<file path="config.mk">
export PLATFORM = sky130hd
export DESIGN_NAME = instr_breakpoint_unit_flat
export DESIGN_NICKNAME = d
export VERILOG_FILES = /design/src/rtl/bp_pkg.sv /design/src/rtl/instr_breakpoint_unit_if.sv /design/src/rtl/bp_channel.sv /design/src/rtl/instr_breakpoint_unit.sv /design/src/flat_wrapper.sv
export SDC_FILE = /design/constraint.sdc
export NUM_CORES = 1
export LEC_CHECK = 0
export BUFFER_PORTS_ARGS = -buffer_cell sky130_fd_sc_hd__buf_2
export CORE_UTILIZATION = 24
export CTS_BUF_LIST = sky130_fd_sc_hd__clkbuf_16
export CTS_CLUSTER_SIZE = 14
export DETAILED_ROUTE_END_ITERATION = 10
export GPL_ROUTABILITY_DRIVEN = 0
export GPL_TIMING_DRIVEN = 1
export REMOVE_ABC_BUFFERS = 1
export SETUP_SLACK_MARGIN = 0.02
export SYNTH_ARGS = -nofsm -noshare
export SYNTH_HDL_FRONTEND = slang
export SYNTH_HIERARCHICAL = 1
export SYNTH_SLANG_ARGS = --single-unit
</file>
<file path="constraint.sdc">
create_clock -name clk -period 3.55 [get_ports clk]
set_input_delay 0.5325 -clock clk [delete_from_list [all_inputs] [get_ports clk]]
set_output_delay 0.5325 -clock clk [all_outputs]
set_load 0.01 [all_outputs]
</file>
<file path="src/rtl/bp_pkg.sv">
// Shared definitions for the instruction breakpoint unit: FSM state encoding
// and the width helper used for channel-index ports.
package bp_pkg;

    localparam int STATE_W = 2;

    typedef enum logic [STATE_W-1:0] {
        ST_IDLE    = 2'd0,
        ST_ARMED   = 2'd1,
        ST_HALTED  = 2'd2,
        ST_TIMEOUT = 2'd3
    } bp_state_e;

    // A single-channel unit still exposes a one-bit index port.
    function automatic int idx_width(input int n);
        return (n > 1) ? $clog2(n) : 1;
    endfunction

endpackage

</file>
<file path="src/rtl/instr_breakpoint_unit_if.sv">
// Bus bundle between the breakpoint unit and its controller: instruction
// stream, configuration writes, run control and status.
interface instr_breakpoint_unit_if
    import bp_pkg::*;
#(
    parameter int WIDTH  = 32,
    parameter int NUM_BP = 4,
    parameter int CNT_W  = 8,
    parameter int CYC_W  = 24
);
    localparam int IDX_W = idx_width(NUM_BP);

    logic [WIDTH-1:0]   instruction;
    logic               instr_valid;
    logic               cfg_we;
    logic [IDX_W-1:0]   cfg_idx;
    logic [WIDTH-1:0]   cfg_value;
    logic [WIDTH-1:0]   cfg_mask;
    logic [CNT_W-1:0]   cfg_target;
    logic               cfg_en;
    logic               arm;
    logic               clear;
    logic               halt;
    logic [IDX_W-1:0]   hit_idx;
    logic               timed_out;
    logic [CYC_W-1:0]   cycle_count;
    logic [STATE_W-1:0] state;

    modport master (
        output instruction, instr_valid, cfg_we, cfg_idx, cfg_value, cfg_mask,
               cfg_target, cfg_en, arm, clear,
        input  halt, hit_idx, timed_out, cycle_count, state
    );

    modport slave (
        input  instruction, instr_valid, cfg_we, cfg_idx, cfg_value, cfg_mask,
               cfg_target, cfg_en, arm, clear,
        output halt, hit_idx, timed_out, cycle_count, state
    );

endinterface

</file>
<file path="src/rtl/bp_channel.sv">
// One breakpoint channel: stored match value/mask/target/enable and a
// saturating hit counter; flags a match and a trigger combinationally.
module bp_channel #(
    parameter int WIDTH = 32,
    parameter int CNT_W = 8
) (
    input  logic             clk,
    input  logic             reset,
    input  logic             i_cfg_we,
    input  logic [WIDTH-1:0] i_cfg_value,
    input  logic [WIDTH-1:0] i_cfg_mask,
    input  logic [CNT_W-1:0] i_cfg_target,
    input  logic             i_cfg_en,
    input  logic             i_clr_cnt,
    input  logic             i_count_en,
    input  logic [WIDTH-1:0] i_instruction,
    input  logic             i_instr_valid,
    output logic             o_match,
    output logic             o_trigger
);
    logic [WIDTH-1:0] r_value;
    logic [WIDTH-1:0] r_mask;
    logic [CNT_W-1:0] r_target;
    logic             r_en;
    logic [CNT_W-1:0] r_cnt;

    logic [CNT_W-1:0] w_hits;
    logic [CNT_W-1:0] w_eff_target;

    // A target of zero behaves as one so the first hit always triggers.
    assign w_hits       = (r_cnt == {CNT_W{1'b1}}) ? r_cnt : r_cnt + CNT_W'(1);
    assign w_eff_target = (r_target == {CNT_W{1'b0}}) ? CNT_W'(1) : r_target;
    assign o_match      = r_en & i_instr_valid &
                          (((i_instruction ^ r_value) & r_mask) == {WIDTH{1'b0}});
    assign o_trigger    = i_count_en & o_match & (w_hits >= w_eff_target);

    // Configuration and hit-counter registers.
    always_ff @(posedge clk) begin
        if (reset) begin
            r_value  <= '0;
            r_mask   <= '0;
            r_target <= '0;
            r_en     <= 1'b0;
            r_cnt    <= '0;
        end else begin
            if (i_cfg_we) begin
                r_value  <= i_cfg_value;
                r_mask   <= i_cfg_mask;
                r_target <= i_cfg_target;
                r_en     <= i_cfg_en;
            end
            if (i_clr_cnt) begin
                r_cnt <= '0;
            end else if (i_count_en && o_match) begin
                r_cnt <= w_hits;
            end
        end
    end

endmodule

</file>
<file path="src/rtl/instr_breakpoint_unit.sv">
// Instruction breakpoint unit: run-control FSM, cycle counter, lowest-index
// trigger selection and registered status outputs over NUM_BP channels.
module instr_breakpoint_unit
    import bp_pkg::*;
#(
    parameter int WIDTH   = 32,
    parameter int NUM_BP  = 4,
    parameter int CNT_W   = 8,
    parameter int CYC_W   = 24,
    parameter int TIMEOUT = 10000
) (
    input logic               clk,
    input logic               reset,
    instr_breakpoint_unit_if.slave bus
);
    localparam int IDX_W = idx_width(NUM_BP);

    bp_state_e          r_state;
    bp_state_e          w_next;
    logic [CYC_W-1:0]   r_cycle;
    logic               r_halt;
    logic               r_timed_out;
    logic [IDX_W-1:0]   r_hit_idx;

    logic [NUM_BP-1:0]  w_match;
    logic [NUM_BP-1:0]  w_trig;
    logic               w_any;
    logic [IDX_W-1:0]   w_enc;
    logic               w_timeout;
    logic               w_clr_cnt;
    logic               w_count_en;
    logic               w_idle;

    assign w_idle     = (r_state == ST_IDLE);
    assign w_clr_cnt  = bus.clear | (w_idle & bus.arm);
    assign w_count_en = (r_state == ST_ARMED) & ~bus.clear;
    assign w_any      = |w_trig;
    assign w_timeout  = (TIMEOUT != 0) && (r_cycle == CYC_W'(TIMEOUT - 1));

    for (genvar g = 0; g < NUM_BP; g++) begin : g_ch
        bp_channel #(.WIDTH(WIDTH), .CNT_W(CNT_W)) u_ch (
            .clk          (clk),
            .reset        (reset),
            .i_cfg_we     (bus.cfg_we & w_idle & (bus.cfg_idx == IDX_W'(g))),
            .i_cfg_value  (bus.cfg_value),
            .i_cfg_mask   (bus.cfg_mask),
            .i_cfg_target (bus.cfg_target),
            .i_cfg_en     (bus.cfg_en),
            .i_clr_cnt    (w_clr_cnt),
            .i_count_en   (w_count_en),
            .i_instruction(bus.instruction),
            .i_instr_valid(bus.instr_valid),
            .o_match      (w_match[g]),
            .o_trigger    (w_trig[g])
        );
    end

    // Lowest-indexed triggering channel wins.
    always_comb begin
        w_enc = '0;
        for (int i = NUM_BP - 1; i >= 0; i--) begin
            if (w_trig[i]) begin
                w_enc = IDX_W'(i);
            end else begin
                w_enc = w_enc;
            end
        end
    end

    // Next-state logic; clear overrides everything, trigger beats timeout.
    always_comb begin
        w_next = r_state;
        if (bus.clear) begin
            w_next = ST_IDLE;
        end else begin
            case (r_state)
                ST_IDLE: begin
                    if (bus.arm) begin
                        w_next = ST_ARMED;
                    end else begin
                        w_next = ST_IDLE;
                    end
                end
                ST_ARMED: begin
                    if (w_any) begin
                        w_next = ST_HALTED;
                    end else if (w_timeout) begin
                        w_next = ST_TIMEOUT;
                    end else begin
                        w_next = ST_ARMED;
                    end
                end
                ST_HALTED:  w_next = ST_HALTED;
                ST_TIMEOUT: w_next = ST_TIMEOUT;
                default:    w_next = ST_IDLE;
            endcase
        end
    end

    // State, cycle counter and registered status outputs.
    always_ff @(posedge clk) begin
        if (reset) begin
            r_state     <= ST_IDLE;
            r_cycle     <= '0;
            r_halt      <= 1'b0;
            r_timed_out <= 1'b0;
            r_hit_idx   <= '0;
        end else begin
            r_state     <= w_next;
            r_halt      <= (w_next == ST_HALTED);
            r_timed_out <= (w_next == ST_TIMEOUT);
            if (w_next != ST_HALTED) begin
                r_hit_idx <= '0;
            end else if (r_state != ST_HALTED) begin
                r_hit_idx <= w_enc;
            end
            if (w_clr_cnt) begin
                r_cycle <= '0;
            end else if (r_state == ST_ARMED && r_cycle != {CYC_W{1'b1}}) begin
                r_cycle <= r_cycle + CYC_W'(1);
            end
        end
    end

    assign bus.state       = r_state;
    assign bus.halt        = r_halt;
    assign bus.timed_out   = r_timed_out;
    assign bus.hit_idx     = r_hit_idx;
    assign bus.cycle_count = r_cycle;

    logic w_unused;
    assign w_unused = ^w_match;

endmodule
</file>
<file path="src/flat_wrapper.sv">
// flat-port wrapper written by rule: the top's interface ports become plain ports
module instr_breakpoint_unit_flat import bp_pkg::*;
#(
    parameter int WIDTH   = 32,
    parameter int NUM_BP  = 4,
    parameter int CNT_W   = 8,
    parameter int CYC_W   = 24,
    parameter int TIMEOUT = 10000
)
  (clk, reset, bus_instruction, bus_instr_valid, bus_cfg_we, bus_cfg_idx, bus_cfg_value, bus_cfg_mask, bus_cfg_target, bus_cfg_en, bus_arm, bus_clear, bus_halt, bus_hit_idx, bus_timed_out, bus_cycle_count, bus_state);
  instr_breakpoint_unit_if #(.WIDTH(WIDTH), .NUM_BP(NUM_BP), .CNT_W(CNT_W), .CYC_W(CYC_W)) bus_i ();
  input logic clk;
  input logic reset;
  input wire logic [$bits(bus_i.instruction)-1:0] bus_instruction;
  input wire logic [$bits(bus_i.instr_valid)-1:0] bus_instr_valid;
  input wire logic [$bits(bus_i.cfg_we)-1:0] bus_cfg_we;
  input wire logic [$bits(bus_i.cfg_idx)-1:0] bus_cfg_idx;
  input wire logic [$bits(bus_i.cfg_value)-1:0] bus_cfg_value;
  input wire logic [$bits(bus_i.cfg_mask)-1:0] bus_cfg_mask;
  input wire logic [$bits(bus_i.cfg_target)-1:0] bus_cfg_target;
  input wire logic [$bits(bus_i.cfg_en)-1:0] bus_cfg_en;
  input wire logic [$bits(bus_i.arm)-1:0] bus_arm;
  input wire logic [$bits(bus_i.clear)-1:0] bus_clear;
  output wire logic [$bits(bus_i.halt)-1:0] bus_halt;
  output wire logic [$bits(bus_i.hit_idx)-1:0] bus_hit_idx;
  output wire logic [$bits(bus_i.timed_out)-1:0] bus_timed_out;
  output wire logic [$bits(bus_i.cycle_count)-1:0] bus_cycle_count;
  output wire logic [$bits(bus_i.state)-1:0] bus_state;
  assign bus_i.instruction = bus_instruction;
  assign bus_i.instr_valid = bus_instr_valid;
  assign bus_i.cfg_we = bus_cfg_we;
  assign bus_i.cfg_idx = bus_cfg_idx;
  assign bus_i.cfg_value = bus_cfg_value;
  assign bus_i.cfg_mask = bus_cfg_mask;
  assign bus_i.cfg_target = bus_cfg_target;
  assign bus_i.cfg_en = bus_cfg_en;
  assign bus_i.arm = bus_arm;
  assign bus_i.clear = bus_clear;
  assign bus_halt = bus_i.halt;
  assign bus_hit_idx = bus_i.hit_idx;
  assign bus_timed_out = bus_i.timed_out;
  assign bus_cycle_count = bus_i.cycle_count;
  assign bus_state = bus_i.state;
  instr_breakpoint_unit #(.WIDTH(WIDTH), .NUM_BP(NUM_BP), .CNT_W(CNT_W), .CYC_W(CYC_W), .TIMEOUT(TIMEOUT)) u_core (.clk(clk), .reset(reset), .bus(bus_i));
endmodule
</file>
==> impl_metrics.ini <==
[setup_path]
endpoint = u_core/bus.hit_idx[0]
r2r-start = u_core/g_ch[0].u_ch/r_cnt[0]
cp_num_cells = 16
crit_family = simple AND/OR/NAND/NOR gates
critPathKind = reg2reg
critPathCaptureType = flip-flop
crit_arrival_ps = 3700
r2r_end = u_core/bus.hit_idx[0]
slowest_delay_ps = 380
critPathBufInv = 2
reg2reg_depth = 16
crit_required_ps = 4000
reg2reg_setup_slack_ps = 300
startpoint = u_core/g_ch[0].u_ch/r_cnt[0]
start_kind = flip-flop
crit_chain = ha_1, and2_1, nand4_1, mux2_2, ha_1, a21oi_1, nor2b_1, o21ai_0, a21o_1, a2111oi_1, buf_4, nor4_4, nor2b_1, o31ai_2, buf_4, nor3_1
critPathSlowestCell = mux2_2
crit_fanout = 4

[final_layout]
fin_cells = 2830
post-route-util_pct = 29.6
nFillCells = 6976
area_growth_syn_to_layout_pct = 21.2
fin_area_mm2 = 0.0200
drive_above_1_share_pct = 15.7
nets = 2070

[global_route]
track_usage_pct = 12.8
grt_max_degree = 86
grt_pass1_wl_um = 72300
overflow = 0
grt_pass1_vias = 13242
antenna_found_initial = 8

[sta]
setup_viol = 0
worst_pin_slew_ps = 886
finClkSkew_ps = 24.2
slew_viol_final = 0
period_share_pct = 91.5
relSlewSlack_pct = 40.7
min_period_ps = 3250
rsz0062_at_grt = no
fmax_mhz = 308
hold_viol_final = 0

[floorplan]
io_pins = 143
core_mm2 = 0.0676
die_x_um = 264
die-area_mm2 = 0.0699
start_util_pct = 24.4
die_height_um = 264
rows = 95

[route]
drc = 0
wl_per_cell_um = 15.9
firstDrtPassIters = 5
vias = 13136
wirelength_um = 45100
antenna_left = 0
via_per_inst = 4.64
first_iter_violations = 742

[run]
maxCapViolCount = 0

[placement]
placed_cell_area_mm2 = 0.0185
place_hpwl_um = 32400
portBuffers = 142
dp.cells = 2748

[clocking]
clock-sinks = 354
cts_buffers = 43
cts.htree.levels = 2
cts-root-buf = clkbuf_16
cts.reportedPaths.clkPinSlew_ps = 60
clockBufferDepth = 3
clk_latency_ps = 560
cts_hold_buf = 0
cts_tree = yes
cts_setup_buffers = 0

[power_and_ir_drop]
ir_worst_vdd_mv = 0.304
power_density_mw_per_mm2 = 473
p_leak_nw = 7.77

[synth]
syn_area_per_cell_um2 = 9.41
yosysWarnings = 6
netlist_instances = 1756
syn_area_mm2 = 0.0165

[hold_path]
hold_depth = 3
hold_class = in2reg

[run_status]
status = finished, final reports clean
-- power breakdown --
| group | switching [mW] | leakage (nW) | internal, mW |
|---|---|---|---|
| clock network | 1.78 | 0.738 | 2.71 |
| registers | 0.0659 | 2.87 | 4.08 |
| logic | 0.508 | 4.16 | 0.320 |
| total | 2.35 | 7.77 | 7.11 |
-- final cells by class --
type	instances	area, um^2	area share, %
Sequential cell	354	7090	35.4
Antenna cell	4	10.0	0.0500
Tap cell	873	1090	5.46
Clock inverter	34	347	1.73
Clock buffer	44	1100	5.50
Multi-Input combinational cell	1275	9000	45.0
Inverter	49	184	0.919
Timing Repair Buffer	197	1190	5.97
-- worst min path at each step --
stage / from / endpoint / slack [ps]
floorplan: u_core/g_ch[0].u_ch/r_mask[26] / u_core/g_ch[0].u_ch/r_mask[26] / 460
global route: bus_cfg_mask[23] / u_core/g_ch[0].u_ch/r_mask[23] / 230
global placement: u_core/g_ch[2].u_ch/r_mask[26] / u_core/g_ch[2].u_ch/r_mask[26] / 470
detailed placement: u_core/g_ch[2].u_ch/r_mask[27] / u_core/g_ch[2].u_ch/r_mask[27] / 480
finish: bus_cfg_mask[23] / u_core/g_ch[0].u_ch/r_mask[23] / 260
CTS: bus_cfg_mask[23] / u_core/g_ch[0].u_ch/r_mask[23] / 210
-- worst reg2reg max path: stages, from the launching register on --
cell and delay, ps:
dfxtp_1 310, ha_1 200, and2_1 180, nand4_1 160, mux2_2 380, ha_1 300
a21oi_1 160, nor2b_1 70, o21ai_0 160, a21o_1 130, a2111oi_1 60, buf_4 160
nor4_4 320, nor2b_1 110, o31ai_2 220, buf_4 170, nor3_1 50
-- what timing repair did --
action / in CTS / in global routing
setup endpoints to repair: 0 / 6
endpoints found under the hold margin: 0 / 0
gates resized for setup: 0 / 8
-- per-stage QoR --
step | hold WS [ps] | setup TNS [ps] | power, mW | worst slack (ps)
6_report | 256 | 0 | 9.46 | 302
5_1_grt | 232 | 0 | 9.88 | 4.69
4_1_cts | 211 | 0 | 9.62 | 45.4
3_5_place_dp | 480 | 0 | 5.07 | 55.0
3_3_place_gp | 472 | 0 | 5.05 | 132
2_1_floorplan | 459 | -1010850 | 4.73 | -4900
-- flip-flops by register name, indices dropped and copies added, names as in the netlist, 2 cells and up --
register	count
u_core/g_ch.u_ch/r_mask	128
u_core/g_ch.u_ch/r_value	128
u_core/g_ch.u_ch/r_en	4
u_core/bus.hit_idx	2
u_core/g_ch.u_ch/r_target	32
u_core/bus.state	2
u_core/bus.cycle_count	24
u_core/g_ch.u_ch/r_cnt	32
-- layer usage --
| layer | part of all wire (%) | up-vias | global-route usage, % |
|---|---|---|---|
| met5 | 0.13 | - | 0 |
| met4 | 2.6 | 10 | 4.20 |
| met3 | 4.6 | 78 | 2.64 |
| met2 | 49 | 254 | 22.1 |
| met1 | 44 | 6289 | 15.7 |
| li1 | - | 6505 | - |
-- layout by cell type, fill, tap and decap left out, types with 12 or more instances in the layout --
cell,count
a31oi_1,16
ha_1,37
nand4_1,52
a21oi_1,43
nor2b_1,12
a22oi_1,56
mux2i_1,299
a41o_1,12
xnor2_1,31
nand2_1,38
nor2_1,349
xor2_1,129
nor4_1,14
nor3_1,29
dfxtp_1,354
nand3_1,24
clkbuf_16,44
buf_4,50
o21ai_0,13
inv_1,57
buf_2,141
Power figures use the tool's default switching activity.
